--- config.mk ---
export PLATFORM = sky130hd
export DESIGN_NAME = tx_stream_arbiter
export DESIGN_NICKNAME = d
export VERILOG_FILES = /design/src/rtl/tx_stream_arbiter.sv
export SDC_FILE = /design/constraint.sdc
export NUM_CORES = 1
export LEC_CHECK = 0
export ABC_AREA = 1
export ABC_CLOCK_PERIOD_IN_PS = 15900
export BUFFER_PORTS_ARGS = -buffer_cell sky130_fd_sc_hd__buf_2
export CAP_MARGIN = 15
export CELL_PAD_IN_SITES_DETAIL_PLACEMENT = 1
export CELL_PAD_IN_SITES_GLOBAL_PLACEMENT = 2
export CORE_AREA = 2 2 164 166
export DETAILED_ROUTE_END_ITERATION = 6
export DIE_AREA = 0 0 166 168
export GPL_TIMING_DRIVEN = 0
export HOLD_SLACK_MARGIN = 0.02
export PLACE_DENSITY_LB_ADDON = 0.05
export SLEW_MARGIN = 25
export SYNTH_ARGS = -nofsm -noshare
export SYNTH_HDL_FRONTEND = slang
export SYNTH_SLANG_ARGS = --single-unit
--- constraint.sdc ---
create_clock -name coreclk_out -period 15.9 [get_ports coreclk_out]
set_clock_uncertainty 0.15 [all_clocks]
set_input_delay 3.18 -clock coreclk_out [delete_from_list [all_inputs] [get_ports coreclk_out]]
set_output_delay 3.18 -clock coreclk_out [all_outputs]
set_load 0.02 [all_outputs]
--- src/rtl/tx_stream_arbiter.sv ---
`default_nettype none
// ============================================================================
//  Module      : tx_stream_arbiter
//  Description : Round-robin arbiter that grants the shared TCP TX payload
//                stream to one of two AXI-Stream requesters for one whole
//                segment at a time. The payload path is zero-latency and
//                combinational. Completed segments are counted per requester,
//                and a non-contiguous tkeep is flagged.
//  Revision    : 1.0 - initial release
// ============================================================================
module tx_stream_arbiter #(
    parameter int unsigned TCP_DATA_LENGTH = 1456,
    parameter logic [3:0]  TCP_ESTABLISHED = 4'd4
) (
    input  logic        coreclk_out,
    input  logic        reset,

    // requester 0: external user stream
    input  logic        s0_tvalid,
    output logic        s0_tready,
    input  logic [63:0] s0_tdata,
    input  logic [7:0]  s0_tkeep,

    // requester 1: test/pattern stream
    input  logic        s1_tvalid,
    output logic        s1_tready,
    input  logic [63:0] s1_tdata,
    input  logic [7:0]  s1_tkeep,

    // shared TCP TX payload stream
    output logic        tx_user_tvalid,
    input  logic        tx_user_tready,
    output logic [63:0] tx_user_tdata,
    output logic [7:0]  tx_user_tkeep,

    input  logic [3:0]  tcp_state,

    output logic        owner,
    output logic        busy,
    output logic [31:0] seg_cnt0,
    output logic [31:0] seg_cnt1,
    output logic        len_err
);

    typedef enum logic [0:0] {
        ST_IDLE = 1'b0,
        ST_SEND = 1'b1
    } state_t;

    // Segment length widened to the sum width so the end-of-segment compare
    // cannot miss a crossing caused by the 16-bit counter's carry.
    localparam logic [16:0] c_seg_bytes = 17'(TCP_DATA_LENGTH);

    // ------------------------------------------------------------------
    // Helpers
    // ------------------------------------------------------------------
    function automatic logic [3:0] popcount8(input logic [7:0] k);
        logic [3:0] n;
        n = 4'd0;
        for (int i = 0; i < 8; i++) begin
            n = n + {3'd0, k[i]};
        end
        return n;
    endfunction

    // Only masks packed from bit 0 upward are legal byte enables.
    function automatic logic keep_is_contiguous(input logic [7:0] k);
        logic ok;
        case (k)
            8'h01, 8'h03, 8'h07, 8'h0F,
            8'h1F, 8'h3F, 8'h7F, 8'hFF: ok = 1'b1;
            default:                    ok = 1'b0;
        endcase
        return ok;
    endfunction

    // ------------------------------------------------------------------
    // State
    // ------------------------------------------------------------------
    state_t      state_q,    state_d;
    logic        owner_q,    owner_d;
    logic        last_q,     last_d;      // requester that finished last
    logic [15:0] byte_cnt_q, byte_cnt_d;
    logic [31:0] seg0_q,     seg0_d;
    logic [31:0] seg1_q,     seg1_d;
    logic        len_err_q,  len_err_d;

    // ------------------------------------------------------------------
    // Combinational helpers
    // ------------------------------------------------------------------
    logic        w_send;        // datapath connected to the owner
    logic        w_accept;      // handshake on the shared stream
    logic [3:0]  w_pop;
    logic [16:0] w_sum;
    logic        w_last_beat;
    logic        w_can_grant;
    logic        w_grant_sel;

    // Reset gates the datapath so no handshake can complete in the cycle
    // that aborts a segment; the requester keeps its beat.
    assign w_send      = (state_q == ST_SEND) && !reset;
    assign w_accept    = tx_user_tvalid && tx_user_tready;
    assign w_pop       = popcount8(tx_user_tkeep);
    assign w_sum       = {1'b0, byte_cnt_q} + {13'd0, w_pop};
    assign w_last_beat = w_accept &&
                         ((w_sum >= c_seg_bytes) || (tx_user_tkeep != 8'hFF));

    assign w_can_grant = (tcp_state == TCP_ESTABLISHED) && (s0_tvalid || s1_tvalid);
    // On a tie the requester that did not finish last wins; otherwise the
    // only valid requester wins (s1_tvalid alone selects 1, s0 alone 0).
    assign w_grant_sel = (s0_tvalid && s1_tvalid) ? ~last_q : s1_tvalid;

    // Zero-latency mux between the owner and the shared stream.
    always_comb begin
        tx_user_tvalid = 1'b0;
        tx_user_tdata  = 64'd0;
        tx_user_tkeep  = 8'd0;
        s0_tready      = 1'b0;
        s1_tready      = 1'b0;
        if (w_send) begin
            if (owner_q) begin
                tx_user_tvalid = s1_tvalid;
                tx_user_tdata  = s1_tdata;
                tx_user_tkeep  = s1_tkeep;
                s1_tready      = tx_user_tready;
            end else begin
                tx_user_tvalid = s0_tvalid;
                tx_user_tdata  = s0_tdata;
                tx_user_tkeep  = s0_tkeep;
                s0_tready      = tx_user_tready;
            end
        end
    end

    // Next-state: arbitrate in IDLE, track bytes and segment end in SEND.
    always_comb begin
        state_d    = state_q;
        owner_d    = owner_q;
        last_d     = last_q;
        byte_cnt_d = byte_cnt_q;
        seg0_d     = seg0_q;
        seg1_d     = seg1_q;
        len_err_d  = len_err_q;

        case (state_q)
            ST_IDLE: begin
                if (w_can_grant) begin
                    owner_d = w_grant_sel;
                    state_d = ST_SEND;
                end
            end

            ST_SEND: begin
                // tcp_state is deliberately ignored here: a started segment
                // always runs to its end.
                if (w_accept) begin
                    byte_cnt_d = w_sum[15:0];
                    if (!keep_is_contiguous(tx_user_tkeep)) begin
                        len_err_d = 1'b1;
                    end
                    if (w_last_beat) begin
                        state_d    = ST_IDLE;
                        byte_cnt_d = 16'd0;
                        last_d     = owner_q;
                        if (owner_q) begin
                            seg1_d = seg1_q + 32'd1;
                        end else begin
                            seg0_d = seg0_q + 32'd1;
                        end
                    end
                end
            end

            default: begin
                state_d = ST_IDLE;
            end
        endcase
    end

    // State registers; last_q resets to 1 so requester 0 wins the first tie.
    always_ff @(posedge coreclk_out) begin
        if (reset) begin
            state_q    <= ST_IDLE;
            owner_q    <= 1'b0;
            last_q     <= 1'b1;
            byte_cnt_q <= 16'd0;
            seg0_q     <= 32'd0;
            seg1_q     <= 32'd0;
            len_err_q  <= 1'b0;
        end else begin
            state_q    <= state_d;
            owner_q    <= owner_d;
            last_q     <= last_d;
            byte_cnt_q <= byte_cnt_d;
            seg0_q     <= seg0_d;
            seg1_q     <= seg1_d;
            len_err_q  <= len_err_d;
        end
    end

    assign owner    = owner_q;
    assign busy     = (state_q == ST_SEND);
    assign seg_cnt0 = seg0_q;
    assign seg_cnt1 = seg1_q;
    assign len_err  = len_err_q;

endmodule
`default_nettype wire
==> flow_metrics.py, run 1 <==
metrics = {
    "clock_tree": {
        "clockBufferDepth": 2,
        "insertion_delay_ns": 0.36,
        "cts_setup_buffers": 0,
        "clkTransAtPathRegs_ns": 0.07,
        "cts_max_level": 3,
        "cts_tree": "done",
        "cts_buffers": 9,
        "hold_buffers": 0,
        "cts_sinks": 84,
        "cts_resized": 0,
        "root_buffer": "clkbuf_16",
    },
    "critical_path": {
        "cp_slowest_cell": "fa_1",
        "worst-setup-path-type": "in2reg",
        "slowest_delay_ns": 0.58,
        "worstSetupEndpointType": "flop",
        "cp-startpoint": "reset",
        "crit_top_cell": "fa_1",
        "r2r-start": "owner",
        "cp.required_ns": 15.98,
        "start_kind": "primary input",
        "crit_arrival_ns": 8.94,
        "cp_max_fo": 10,
    },
    "yosys": {
        "yosys.area_share.simple_pct": 40.3,
        "synth_cell_types": 34,
        "synth.top_cell.area_share_pct": 26.0,
        "synth_top_family_by_area": "simple AND/OR/NAND/NOR gates",
        "yosys_register_bits": 84,
        "yosysTopAreaCell": "dfxtp_1",
        "synthAdderAreaFrac_pct": 3.48,
        "yosysWarnings": 0,
        "synth-compound-area-share_pct": 12.2,
        "avgSynthCellArea_um2": 6.07,
        "syn_area_mm2": 0.00648,
        "yosys-top-cells-area": "dfxtp_1 26%, nand2_1 21%, a21oi_1 11%",
        "syn-num-nets": 1236,
        "yosysSeqAreaShare_pct": 26.0,
        "synth_xor_area_share_pct": 9.06,
        "syn_inst": 1068,
        "synthMuxAreaShare_pct": 0,
    },
    "routing": {
        "ant_nets": 0,
        "drt_first_pass_iters": 4,
        "vias_per_cell": 4.65,
        "drtIter0Drc": 289,
        "drc": 0,
        "avgRoutedWirePerCell_um": 17.4,
        "wirelength_um": 30000,
        "via_count": 8005,
    },
    "cells_and_area": {
        "drive_gt1_share_pct": 25.1,
        "final_cell_mix": "369 x nand2_1, 296 x buf_2, 143 x a21oi_1",
        "post-route-util_pct": 32.9,
        "nFillCells": 3574,
        "multi_input_comb_area_mm2": 0.00421,
        "final_net_count": 1540,
        "mostFrequentLayoutCell": "nand2_1",
        "syn_to_final_growth_pct": 33.9,
        "seq_area_mm2": 0.00168,
    },
    "floorplanning": {
        "io_pins": 295,
        "die_w_um": 166,
        "die-area_mm2": 0.0279,
        "fp.dieH_um": 168,
        "fp-row-count": 60,
        "coreArea_mm2": 0.0264,
        "start_util_pct": 24.6,
    },
    "placement": {
        "gp_congestion": 0.833,
        "hpwlAfterDp_um": 24700,
        "port_buffers": 293,
    },
    "global_routing": {
        "grt_antenna_before_repair": 2,
        "overflow": 0,
        "grt_pass1_vias": 8082,
        "use_met1_pct": 26.8,
        "met2_usage_pct": 37.3,
        "grt_pass1_wl_um": 46700,
        "busiest_layer": "met2",
        "grtUsageMet3_pct": 3.31,
        "grtUsageTotal_pct": 21.1,
        "grt_max_degree": 16,
    },
    "power_and_ir_drop": {
        "ir_drop_uv": 50.4,
        "p_per_area_mw_per_mm2": 55.8,
        "power.static_leakage_nw": 4.00,
        "finalPower_uw": 484,
    },
    "timing": {
        "slew_violations": 0,
        "period_needed_ns": 8.87,
        "min_period_over_period_pct": 55.8,
        "fin_tns_setup_ns": 0,
        "fmax_ghz": 0.113,
        "finalSetupViolCount": 0,
        "tightest_slew_ns": 0.854,
        "slew_headroom_pct": 43.1,
        "rsz0062_at_grt": "no",
        "hold_slack_ns": 0.319,
        "hold_viol_final": 0,
    },
    "run": {
        "maxCapViolations": 0,
    },
    "hold_path": {
        "holdCritStartpoint": "byte_cnt_q[0]",
        "hold_class": "reg2reg",
    },
    "run_status": {
        "status": "complete, no violations",
    },
}
## critical path: cells and delay by family
kind                       cells  cell delay [ns]
adders and majority gates      5             2.34
buffers and inverters          8             1.72
AOI/OAI and AO/OA              2             0.30
and+or+nand+nor               12             1.37
## logic make-up (layout without fill, tap and decap cells)
logic type,Yosys count,in the layout
other,0,2
buffers and inverters,130,439
and+or+nand+nor,618,618
xor gates and xnor gates,67,67
DFF,84,84
adders and majority gates,15,15
AOI/OAI and AO/OA,154,154
## path summary, 6_finish.rpt
kind                                       to  slack (ns)  depth (start not counted)
worst max register to register   seg_cnt1[26]        9.06                         25
worst min-delay path            byte_cnt_q[0]        0.32                          2
worst max-delay path             seg_cnt1[26]        7.03                         27
worst min register to register  byte_cnt_q[0]        0.32                          2
## power by group
group / internal [mW] / switching, mW / total (mW)
clock: 0.123 / 0.102 / 0.225
combinational: 0.0209 / 0.0278 / 0.0487
sequential: 0.210 / 0.000307 / 0.211
total: 0.354 / 0.130 / 0.484
## flip-flops by register name (all words and copies together) (netlist names)
name and flops:
busy 1, seg_cnt1 32, seg_cnt0 32, owner 1, byte_cnt_q 16, last_q 1, len_err 1
## through the flow
stage,worst slack (ns),std cells,area (µm²)
finish,7.03,1720,8670
global route,6.63,1720,8670
CTS,6.92,1718,8670
global placement,6.54,1702,8370
detailed placement,6.54,1702,8370
floorplan,7.55,1068,6480
## synth_stat cells, drive strengths merged
master	number
nand2	375
a21oi	146
nor2	90
dfxtp	84
nand3	84
inv	73
xor2	47
nor3	36
clkbuf	31
buf	25
xnor2	20
nand4	17
nor4	15
ha	10
fa	5
o21ai	4
a211oi	1
a221oi	1
clkinv	1
o2111ai	1
o22ai	1
or2	1
## area by class of cell
cell class                 count  area share [%]
tap                          341            4.92
buffer                        56            3.50
clock buffer                   9            2.60
clock inverter                 7           0.851
timing repair buffer         293            16.9
multi-input combinational    854            48.6
antenna                        2          0.0577
sequential                    84            19.4
inverter                      74            3.22
## per-layer routing
layer	share of wire [%]	routed length (µm)
met1	45	13600
met2	50	14800
met3	3.8	1140
met4	1.4	429
met5	0	0
Power figures use the tool's default switching activity.
==> run 2, diff against run 1 <==
Settings changed: ABC_CLOCK_PERIOD_IN_PS 15900 to 9100, CORE_AREA 2 2 164 166 to 2 2 171 173, DIE_AREA 0 0 166 168 to 0 0 173 175.
Clock period 15.9 ns to 9.1 ns, I/O delays scaled along.
==> run 2 against run 1 <==
Net effect:
- core utilization shrank 2.2 points
- flip-flop and latch count is the same
- worst setup slack lost 5.6 ns
- cell count grew 2.4%
- non-clock buffer count is the same
- clock power grew 67%
- via count grew 0.71%
- critical path type unchanged
- highest routed layer unchanged
==> flow_metrics.py, run 2 (synthesis gave the netlist of run 1 again) <==
metrics = {
    "clock_tree": {
        "cts_setup_buffers": 0,
        "cts_max_level": 3,
        "clkTransAtPathRegs_ns": 0.06,
        "clockBufferDepth": 2,
        "cts_buffers": 9,
        "root_buffer": "clkbuf_16",
        "cts_tree": "done",
        "cts_resized": 0,
        "insertion_delay_ns": 0.35,
        "hold_buffers": 0,
        "cts_sinks": 84,
    },
    "timing": {
        "fmax_ghz": 0.131,
        "hold_slack_ns": 0.321,
        "rsz0062_at_grt": "no",
        "finalSetupViolCount": 0,
        "hold_viol_final": 0,
        "fin_tns_setup_ns": 0,
        "min_period_over_period_pct": 83.7,
        "tightest_slew_ns": 0.686,
        "slew_violations": 0,
        "period_needed_ns": 7.62,
        "slew_headroom_pct": 54.2,
    },
    "hold_path": {
        "hold_class": "reg2reg",
    },
    "critical_path": {
        "path_buf_inv": 8,
        "regToRegSetupSlack_ns": 2.62,
        "start_kind": "primary input",
        "slowest_delay_ns": 0.58,
        "crit_family": "adder cells",
        "worstSetupEndpointType": "flop",
        "crit_top_cell": "fa_1",
        "cp_max_fo": 10,
        "cp.required_ns": 9.17,
        "crit_arrival_ns": 7.69,
        "worst-setup-path-type": "in2reg",
        "cp_slowest_cell": "fa_1",
    },
    "floorplanning": {
        "die_w_um": 173,
        "coreArea_mm2": 0.0284,
        "fp-row-count": 62,
        "fp.dieH_um": 175,
        "io_pins": 295,
        "die-area_mm2": 0.0303,
        "start_util_pct": 22.8,
    },
    "power_and_ir_drop": {
        "p_int_uw": 616,
        "ir_drop_uv": 107,
        "pwr-share-seq_pct": 44.3,
        "pwr-share-clk_pct": 45.3,
        "power.static_leakage_nw": 3.99,
        "p_switching_uw": 215,
        "finalPower_uw": 831,
        "p_per_area_mw_per_mm2": 95.4,
        "comb_power_share_pct": 10.4,
        "switching_share_pct": 25.8,
    },
    "routing": {
        "avgRoutedWirePerCell_um": 17.7,
        "drt_first_pass_iters": 4,
        "vias_per_cell": 4.58,
        "ant_nets": 0,
        "drc": 0,
        "drtIter0Drc": 276,
        "via_count": 8062,
        "wirelength_um": 31200,
    },
    "global_routing": {
        "grtUsageTotal_pct": 20.3,
        "grt_antenna_before_repair": 1,
        "grt_max_degree": 14,
        "grt_pass1_vias": 8207,
        "overflow": 0,
        "grt_pass1_wl_um": 48500,
    },
    "cells_and_area": {
        "syn_to_final_growth_pct": 34.5,
        "mostFrequentLayoutCell": "nand2_1",
        "final_net_count": 1540,
        "nFillCells": 3823,
        "final_cell_mix": "369 x nand2_1, 296 x buf_2, 143 x a21oi_1",
        "drive_gt1_share_pct": 24.9,
        "post-route-util_pct": 30.7,
        "layout.cells.non_filler": 1761,
    },
    "placement": {
        "gp_congestion": 0.835,
        "port_buffers": 293,
        "dp.cells": 1745,
        "hpwlAfterDp_um": 25900,
    },
    "run_status": {
        "status": "complete, no violations",
    },
    "run": {
        "maxCapViolations": 0,
    },
}
-- run 2: through the flow --
stage / cell area [µm²] / setup slack [ns]
after floorplan: 6480 / 2.11
after global routing: 8710 / 0.950
final: 8710 / 1.48
after detailed placement: 8420 / 0.908
after global placement: 8420 / 0.903
after CTS: 8710 / 1.28
-- run 2: area by class of cell --
| type | count | area [µm²] | share of cell area, % |
|---|---|---|---|
| sequential | 84 | 1680 | 19.3 |
| timing repair buffer | 293 | 1470 | 16.8 |
| buffer | 56 | 304 | 3.49 |
| clock inverter | 4 | 51.3 | 0.589 |
| inverter | 74 | 279 | 3.20 |
| antenna | 1 | 2.50 | 0.0287 |
| multi-input combinational | 854 | 4210 | 48.4 |
| clock buffer | 11 | 233 | 2.67 |
| tap | 384 | 480 | 5.52 |
-- run 2: path summary, 6_finish.rpt --
check                              startpoint            end  depth (start not counted)
worst min register to register  byte_cnt_q[0]  byte_cnt_q[0]                          2
worst max-delay path                    reset   seg_cnt1[30]                         27
worst min-delay path            byte_cnt_q[0]  byte_cnt_q[0]                          2
worst max register to register          owner   seg_cnt1[30]                         25
-- run 2: power groups by stage --
stage	clock network [mW]	registers, mW	logic (mW)
after floorplan	0	0.377	0.0360
after global placement	0	0.377	0.0867
after detailed placement	0	0.377	0.0878
after CTS	0.390	0.368	0.0884
after global routing	0.404	0.368	0.0971
final	0.376	0.368	0.0866
-- run 2: worst min-delay path: stages, from the launching register on --
cell,delay (ns)
dfxtp_1,0.31
nand2_1,0.06
a21oi_1,0.05
-- run 2: per-layer routing --
layer  GRT usage (%)  up-vias  part of all wire (%)
met1            25.7     3766                    45
met5               0        -                     0
met3            3.05       30                   3.7
li1                -     4074                     -
met4            5.26        0                   1.8
met2            36.1      192                    49
==> run 3, diff against run 2 <==
Settings changed: ABC_AREA 1 to 0, ABC_CLOCK_PERIOD_IN_PS 9100 to 7500, CORE_AREA 2 2 171 173 to 2 2 159 161, DIE_AREA 0 0 173 175 to 0 0 161 163.
Clock period 9.1 ns to 7.5 ns, I/O delays scaled along.
==> run 3 against run 2 <==
Net effect:
- combinational power up 8.9%
- sequential power up 21%
- register-to-register slack worse by 2.2 ns
- area after synthesis down 9.8%
- cell count down 21%
- critical path depth down 7
- die area down 13%
- non-clock buffer count down 13
- clock-buffer cell count down 2
- sequential share of layout area up 1.7 points
- via count down 16%
- routed wire length down 18%
- critical path type unchanged
- largest power group is now sequential cells
==> flow_metrics.py, run 3 <==
metrics = {
    "clock_tree": {
        "insertion_delay_ns": 0.35,
        "cts_sinks": 84,
        "cts_tree": "done",
        "cts_buffers": 9,
        "hold_buffers": 0,
        "cts_setup_buffers": 0,
        "root_buffer": "clkbuf_16",
        "cts_max_level": 3,
        "clockBufferDepth": 2,
        "clkTransAtPathRegs_ns": 0.06,
        "cts_resized": 2,
    },
    "power_and_ir_drop": {
        "comb_power_share_pct": 9.7,
        "p_switching_uw": 255,
        "ir_drop_uv": 152,
        "finalPower_uw": 973,
        "power.static_leakage_nw": 3.31,
        "switching_share_pct": 26.2,
        "p_per_area_mw_per_mm2": 121,
        "pwr-share-clk_pct": 44.4,
        "p_int_uw": 718,
        "pwr-share-seq_pct": 45.9,
    },
    "global_routing": {
        "use_met1_pct": 23.3,
        "grt_pass1_vias": 6818,
        "grt_antenna_before_repair": 3,
        "overflow": 0,
        "busiest_layer": "met2",
        "grtUsageMet3_pct": 3.62,
        "grtUsageTotal_pct": 19.3,
        "grt_pass1_wl_um": 39700,
        "grt_max_degree": 20,
        "met2_usage_pct": 34.6,
    },
    "floorplanning": {
        "fp.dieH_um": 163,
        "die-area_mm2": 0.0262,
        "coreArea_mm2": 0.0247,
        "die_w_um": 161,
        "fp-row-count": 58,
        "start_util_pct": 23.7,
        "io_pins": 295,
    },
    "cells_and_area": {
        "multi_input_comb_area_mm2": 0.00386,
        "nFillCells": 3110,
        "seq_area_mm2": 0.00168,
        "mostFrequentLayoutCell": "buf_2",
        "post-route-util_pct": 32.5,
        "final_cell_mix": "301 x buf_2, 104 x nor2_1, 84 x dfxtp_1",
        "final_net_count": 1217,
        "drive_gt1_share_pct": 33.4,
        "syn_to_final_growth_pct": 37.3,
    },
    "timing": {
        "hold_slack_ns": 0.319,
        "period_needed_ns": 7.06,
        "rsz0062_at_grt": "no",
        "tightest_slew_ns": 0.792,
        "hold_viol_final": 0,
        "min_period_over_period_pct": 94.2,
        "slew_headroom_pct": 47.2,
        "fmax_ghz": 0.142,
        "slew_violations": 0,
        "finalSetupViolCount": 0,
    },
    "routing": {
        "drtIter0Drc": 246,
        "via_count": 6754,
        "wirelength_um": 25500,
        "vias_per_cell": 4.87,
        "drt_first_pass_iters": 4,
        "drc": 0,
        "avgRoutedWirePerCell_um": 18.4,
        "ant_nets": 0,
    },
    "yosys": {
        "synthArstFlopShare_pct": 0,
        "avgSynthCellArea_um2": 7.82,
        "syn_area_mm2": 0.00584,
        "yosysSeqAreaShare_pct": 28.8,
        "ys_top_cells_by_count": "105 x nor2_1, 84 x dfxtp_1, 73 x mux2i_1, 54 x a21oi_1, 45 x nand2_1",
        "synth_edf_count": 0,
        "yosysWarnings": 0,
        "synth.top_cell.area_share_pct": 28.8,
        "yosys_register_bits": 84,
        "yosysTopAreaCell": "dfxtp_1",
        "synthFlopType": "dfxtp_1",
        "yosys.cell_count.top_type": "nor2_1",
        "synth_cell_types": 62,
        "syn_inst": 747,
        "syn-num-nets": 915,
        "yosys-top-cells-area": "dfxtp_1 29%, mux2i_1 13%, nor2_1 6.7%",
    },
    "hold_path": {
        "hold_class": "reg2reg",
    },
    "run_status": {
        "status": "complete, no violations",
    },
    "critical_path": {
        "crit_arrival_ns": 7.19,
        "cp_max_fo": 19,
        "start_kind": "primary input",
        "slowest_delay_ns": 0.54,
        "cp.required_ns": 7.62,
        "worstPathCellList": "buf_2, nand2b_1, buf_4, nor2_2, fa_1, inv_1, fa_1, fa_1, fa_1, fa_1, nand2b_2, a211o_1, nor3_1, mux2i_1, nand4_4, nor2_4, buf_4, buf_4, nand4_1, a21oi_1",
        "crit_top_cell": "fa_1",
        "worstSetupEndpointType": "flop",
        "worst-setup-path-type": "in2reg",
        "cp_slowest_cell": "fa_1",
    },
    "placement": {
        "hpwlAfterDp_um": 21000,
        "port_buffers": 294,
        "gp_congestion": 0.788,
    },
    "run": {
        "maxCapViolations": 0,
    },
}
[run 3: critical path: cells and delay by family]
kind                     cells  cell delay, ns
AO/OA/AOI/OAI                2            0.51
multiplexers                 1            0.36
AND/OR/NAND/NOR              7            1.58
adder cells (fa/ha/maj)      5            2.29
buffers and inverters        5            0.93
[run 3: area by class of cell]
cell class	instances	share of cell area (%)
Clock buffer	9	2.81
Multi-Input combinational cell	589	48.1
Antenna cell	3	0.0936
Sequential cell	84	21.0
Buffer	42	2.56
Inverter	29	1.36
Tap cell	330	5.15
Timing Repair Buffer	294	18.3
Clock inverter	7	0.640
[run 3: kinds of logic (layout without fill, tap and decap cells)]
kind of cell	count (synthesis)	after routing	synth area share [%]
simple gates	329	329	29.4
compound gates	156	156	17.0
mux	84	84	14.7
flops	84	84	28.8
buf+inv	74	381	5.48
fa+ha+maj	15	15	3.86
xor+xnor	5	5	0.750
other cells	0	3	0
[run 3: layer usage]
layer  up-vias  routed length, µm
met5         -                  0
met2       185              12700
li1       3335                  -
met1      3209              11000
met3        25               1210
met4         0                515
[run 3: through the flow]
| step | instance area [µm²] | TNS [ns] | worst slack (ns) | cells |
|---|---|---|---|---|
| 2_1_floorplan | 5840 | 0 | 0.279 | 747 |
| 3_3_place_gp | 7720 | -56.63 | -0.917 | 1371 |
| 3_5_place_dp | 7720 | -61.27 | -0.965 | 1371 |
| 4_1_cts | 8000 | 0 | 0.0526 | 1385 |
| 5_1_grt | 8020 | 0 | 0.0139 | 1387 |
| 6_report | 8020 | 0 | 0.437 | 1387 |
[run 3: power groups by stage]
stage	clock network [mW]	logic, mW	registers [mW]
3_3_place_gp	0	0.0943	0.457
2_1_floorplan	0	0.0372	0.457
6_report	0.433	0.0943	0.447
5_1_grt	0.467	0.105	0.446
4_1_cts	0.451	0.0965	0.446
3_5_place_dp	0	0.0963	0.457
[run 3: path summary, 6_finish.rpt]
kind | start | end | slack (ns) | cells past startpoint
max | reset | byte_cnt_q[2] | 0.44 | 20
min | byte_cnt_q[2] | byte_cnt_q[2] | 0.32 | 2
min reg2reg | byte_cnt_q[2] | byte_cnt_q[2] | 0.32 | 2
max reg2reg | owner | byte_cnt_q[2] | 0.44 | 21
